[src/rtl/universal_reg.sv]
// WIDTH-bit general-purpose register: hold, load, shifts, rotates, increment
// and decrement, with a registered carry/shift-out flag and a combinational zero flag.
module universal_reg #(
    parameter int                 WIDTH       = 32,
    parameter logic [WIDTH-1:0]   RESET_VALUE = {WIDTH{1'b0}}
) (
    input  logic             Clock,
    input  logic             Reset,
    input  logic             En,
    input  logic             Clear,
    input  logic [2:0]       Mode,
    input  logic             Ser_in,
    input  logic [WIDTH-1:0] Data_in,
    output logic [WIDTH-1:0] Data_out,
    output logic             Carry_out,
    output logic             Zero
);

    typedef enum logic [2:0] {
        MODE_HOLD = 3'b000,
        MODE_LOAD = 3'b001,
        MODE_SHL  = 3'b010,
        MODE_SHR  = 3'b011,
        MODE_ROL  = 3'b100,
        MODE_ROR  = 3'b101,
        MODE_INC  = 3'b110,
        MODE_DEC  = 3'b111
    } mode_e;

    localparam logic [WIDTH:0] ONE_EXT = (WIDTH + 1)'(1);

    logic [WIDTH-1:0] data_q, data_d;
    logic             carry_q, carry_d;
    mode_e            mode;

    assign mode = mode_e'(Mode);

    always_comb begin
        data_d  = data_q;
        carry_d = carry_q;
        if (Clear) begin
            data_d  = RESET_VALUE;
            carry_d = 1'b0;
        end else if (En) begin
            case (mode)
                MODE_HOLD: begin
                    data_d  = data_q;
                    carry_d = carry_q;
                end
                MODE_LOAD: begin
                    data_d  = Data_in;
                    carry_d = 1'b0;
                end
                MODE_SHL: begin
                    data_d  = {data_q[WIDTH-2:0], Ser_in};
                    carry_d = data_q[WIDTH-1];
                end
                MODE_SHR: begin
                    data_d  = {Ser_in, data_q[WIDTH-1:1]};
                    carry_d = data_q[0];
                end
                MODE_ROL: begin
                    data_d  = {data_q[WIDTH-2:0], data_q[WIDTH-1]};
                    carry_d = data_q[WIDTH-1];
                end
                MODE_ROR: begin
                    data_d  = {data_q[0], data_q[WIDTH-1:1]};
                    carry_d = data_q[0];
                end
                // Extended by one bit so the top bit is the carry (inc) or borrow (dec).
                MODE_INC: {carry_d, data_d} = {1'b0, data_q} + ONE_EXT;
                MODE_DEC: {carry_d, data_d} = {1'b0, data_q} - ONE_EXT;
            endcase
        end
    end

    always_ff @(posedge Clock or negedge Reset) begin
        if (!Reset) begin
            data_q  <= RESET_VALUE;
            carry_q <= 1'b0;
        end else begin
            data_q  <= data_d;
            carry_q <= carry_d;
        end
    end

    assign Data_out  = data_q;
    assign Carry_out = carry_q;
    assign Zero      = (data_q == '0);

endmodule

[config.mk]
export PLATFORM = sky130hd
export DESIGN_NAME = universal_reg
export DESIGN_NICKNAME = d
export VERILOG_FILES = /design/src/rtl/universal_reg.sv
export SDC_FILE = /design/constraint.sdc
export NUM_CORES = 1
export LEC_CHECK = 0
export ABC_AREA = 1
export CELL_PAD_IN_SITES_DETAIL_PLACEMENT = 1
export CELL_PAD_IN_SITES_GLOBAL_PLACEMENT = 2
export CORE_MARGIN = 3
export CORE_UTILIZATION = 29
export DETAILED_ROUTE_END_ITERATION = 8
export GPL_TIMING_DRIVEN = 1
export PLACE_DENSITY_LB_ADDON = 0.1
export SLEW_MARGIN = 20
export SYNTH_ARGS = -nofsm -noshare
export SYNTH_HDL_FRONTEND = slang
export SYNTH_SLANG_ARGS = --single-unit
[constraint.sdc]
create_clock -name Clock -period 3.1 [get_ports Clock]
set_input_delay 0.93 -clock Clock [delete_from_list [all_inputs] [get_ports Clock]]
set_output_delay 0.93 -clock Clock [all_outputs]
set_load 0.02 [all_outputs]
# Word-level counts from Yosys, hierarchy flattened
# Index checks and enable logic that the tools add are counted.
# word_totals
regBits,33
mem_count,0
ramBits,0
latch_bits,0
mem_bits_ro,0
# classes
n_mul,0
n_shift,0
n_lt_le_gt_ge,0
bitwise,0
add_sub_neg,2
reduce_logical,6
n_div,0
muxes,6
n_eq_ne,8
# op_table
operator,count
$pmux W32 S7,1
$mux W32,2
$add A32 B1 Y33 const B,1
$sub A32 B1 Y33 const B,1
$logic_not A32 Y1,1
$eq A3 B3 Y1 const B,4
$eq A3 B2 Y1 const B,2
$pmux W1 S5,1
$reduce_or A2 Y1,2
$eq A3 B1 Y1 const B,1
$logic_not A3 Y1,1
$mux W1,2
$ne A2 B2 Y1 const B,1
$reduce_and A2 Y1,1
$reduce_bool A2 Y1,1

# Depth between registers and ports, before layout
# Gate-level depths: netlist of the first run.
# logic_depth
depth_word,5
depth_mapped,12

# Worst setup path after synthesis of the first run
# OpenSTA, ideal clock, no wires.
# synth_path
path_type,register to output
start,register data_q[0] (netlist: Data_out[0])
end,output Zero
t_required_ns,2.170
t_arrival_ns,1.936
path_stages_with_launch,9
setup_slack_ns,0.234
cell_sequence,dfrtp_1 > clkinv_1 > ha_1 > nand2_1 > nor2_4 > nand2_1 > nor2_2 > nand2_1 > nor3_1
# synth_between
elab_chain_cells,1
# synth_lines
item,line,source
"start, declared",32,"logic [WIDTH-1:0] data_q, data_d;"
"start signal, assigned",82,data_q <= data_d;
$logic_not A32 Y1,89,assign Zero = (data_q == '0);
"end, declared",16,output logic Zero
# Every way passes these cells.

# Worst setup path after layout of the first run
# layout_path
start,register data_q[1] (netlist: Data_out[1])
end,output Zero
# The elaborated chain is that of the path after synthesis.

==> flow_summary.ini, run 1 <==
[run_status]
status = complete, no violations

[global_routing]
use_met1 = 0.387
grt_most_used_layer = met2
globalRouteOverflowTotal = 0
grt_usage = 0.271
grt_use_met3 = 0.0450
globalRouteMet2Util = 0.419
grt_first_pass_wirelength_um = 33500
grt_start_max_net_pins = 45
first_global_vias = 5940
number_of_antenna_violations_at_the_first_check_in_global_routing = 1

[setup_path]
critical_path_capture_point_type = output port
critical_path.slowest_cell = dfrtp_1
r2r_cells = 12
critPathBufInv = 2
worst-endpoint-arrival_ps = 1980
crit_required_ps = 2170
timing.critical_path.max_delay_family = simple AND/OR/NAND/NOR gates
crit_chain = inv_1 > ha_1 > nand2_1 > nor2_4 > nand2_1 > nor2_2 > nand2_1 > nor3_1 > clkbuf_2
critical_path.most_common_cell = nand2_1
cp-start-kind = register
critical_path.max_fanout = 3
critical-path-max-stage-delay_ps = 370
worstSetupPathType = register to output port
crit_cells = 9

[pwr]
cellLeakagePower_uw = 0.00250
power_density_of_the_placed_cells_mw_per_mm2 = 337
peakVddDrop_mv = 0.168

[logic_synthesis]
ys_async_sr_fraction = 1.00
yosysSeqAreaShare = 0.198
synth.net_count = 836
synth_edf_count = 0
ys_seq_elements = 33
postSynth.topFlopCell = dfrtp_1
postSynthCellCount = 794
syn_area_mm2 = 0.00416
synth_area_per_cell_um2 = 5.24
synth_cell_type_count = 30
ys_warn_count = 0

[routing]
viasPerCell = 5.40
route.antenna.remaining_nets = 0
detail_route.iter0.violations = 449
detail_route.wirelength_um = 21400
firstDrtPassIters = 5
via_count = 5748
detail_route.wl_per_cell_um = 20.2
drc = 0

[timing]
timing.final.crit_period_ps = 2910
sum_of_negative_setup_slack_ps = 0
rsz0062_at_grt = no
fmax_mhz = 343
setup_slack_ps = 186
skew_ps = 5.20
final-max-slew-violation-count = 0
setup_viol = 0
hold_viol = 0
max-slew-margin-rel = 0.412
max_slew.worst_pin.slew_ps = 882
period_share = 0.940

[floorplan]
die_area_mm2 = 0.0158
initial_core_util = 0.298
pin_count = 74
placement_row_count = 43
coreArea_mm2 = 0.0140
dieHeight_um = 126
die_width_um = 126

[clock_tree]
cts-root-buf = clkbuf_16
hold_buffers = 0
cts_made_buffers = 5
clock_sinks = 33
worstSkewPairLatency_ps = 290
cts-root-to-sink-buffers = 2
cts_tree = built
cts.htree.levels = 2
cts.clk_slew.worst_paths_ps = 60

[place]
io_buffers = 73
globalplace.congestion = 0.918
detailedPlace.worstSlack_ps = 66.9
place.detailed.hpwl_um = 16900

[final_layout]
syn_to_final_growth_pct = 31.8
top_library_cells_by_usage_in_the_layout_fill_and_taps_aside = nand2_1, nor2_1, nand3_1
layout.cells.most_common = nand2_1
insertedDiodeCount = 0
layout.filler_cells = 1920
drive_gt1_frac = 0.0916
finish.net_count = 927

[run]
cap_viol_max_count = 0

[min_path]
worst_hold_path.num_cells = 2
min-delay-path-class = register to register
## worst reg2reg max path: stages, from the launching register on
cell,delay (ps)
dfrtp_1,350
buf_4,140
ha_1,280
nand2_1,160
nor2_4,260
nand2_1,210
nor2_2,270
nand3_1,140
nor2_1,170
nand3_1,130
nand3b_1,120
nand2_1,80
nand2_1,60
## layout make-up
cell class                      count  area [um2]  area share
Multi-Input combinational cell    644        2850       0.520
Tap cell                          180         225      0.0410
Timing Repair Buffer              127        1180       0.214
Inverter                           74         278      0.0506
Clock buffer                        5         125      0.0228
Clock inverter                      1        5.00    0.000912
Sequential cell                    33         826       0.151
## timing repair
item / CTS / global route
gates cloned: 0 / 0
gates resized for setup: 1 / 3
endpoints found under the setup margin: 1 / 1
buffers inserted: 0 / 0
pin swaps: 0 / 0
## stage by stage
step / hold slack (ps) / util / cells / cell area, um2 / power, uW
after global placement: 472 / 0.383 / 1058 / 5360 / 1330
after global routing: 547 / 0.392 / 1064 / 5490 / 1960
final: 496 / 0.392 / 1064 / 5490 / 1850
after detailed placement: 484 / 0.383 / 1058 / 5360 / 1350
after CTS: 504 / 0.392 / 1064 / 5490 / 1860
after floorplan: 585 / - / 794 / 4160 / 955
## final timing paths
path / start / to / slack, ps
max: Data_out[1] / Zero / 190
min: Carry_out / Carry_out / 500
max reg2reg: Data_out[0] / Carry_out / 670
min reg2reg: Carry_out / Carry_out / 500
max in group asynchronous: Reset / Data_out[1] / 1780
min in group asynchronous: Reset / Data_out[12] / 760
## synth_stat cells (4+ instances only)
library cell / number / share of area
a21oi_1: 29 / 0.035
buf_2: 22 / 0.026
clkbuf_1: 14 / 0.013
dfrtp_1: 33 / 0.20
inv_1: 66 / 0.059
inv_2: 6 / 0.0054
nand2_1: 237 / 0.21
nand3_1: 111 / 0.13
nand4_1: 14 / 0.021
nor2_1: 152 / 0.14
nor2_2: 8 / 0.012
o211ai_1: 4 / 0.0072
o21ai_0: 51 / 0.061
o21ai_1: 11 / 0.013
o22ai_1: 9 / 0.014
## where the power goes
part | leakage (uW) | internal (uW) | switching (uW)
Sequential | 0.000450 | 456 | 16.9
Clock | 0.0000655 | 288 | 208
Combinational | 0.00199 | 304 | 574
Total | 0.00250 | 1050 | 799
## cells by family after synthesis
| logic type | synth area share |
|---|---|
| fa+ha+maj | 0.00601 |
| simple gates | 0.533 |
| buf+inv | 0.117 |
| xor+xnor | 0.00210 |
| compound gates | 0.143 |
| flops | 0.198 |
## state kept, by name, indices dropped and copies added, names as in the netlist
| signal | flops |
|---|---|
| Data_out | 32 |
| Carry_out | 1 |
## layer usage
layer  up-vias  share of wire
met5         -        0.00033
met4         2          0.030
met3        36          0.060
met2       184           0.44
met1      2778           0.47
li1       2748              -
Power figures use the tool's default switching activity.
==> run 2: changes to the inputs <==
--- a/config.mk
+++ b/config.mk
@@ -6,6 +6,7 @@
 export NUM_CORES = 1
 export LEC_CHECK = 0
 export ABC_AREA = 1
+export CAP_MARGIN = 20
 export CELL_PAD_IN_SITES_DETAIL_PLACEMENT = 1
 export CELL_PAD_IN_SITES_GLOBAL_PLACEMENT = 2
 export CORE_MARGIN = 3
==> results of run 2 <==
The final DEF is identical to that of run 1; final timing and power are the same.
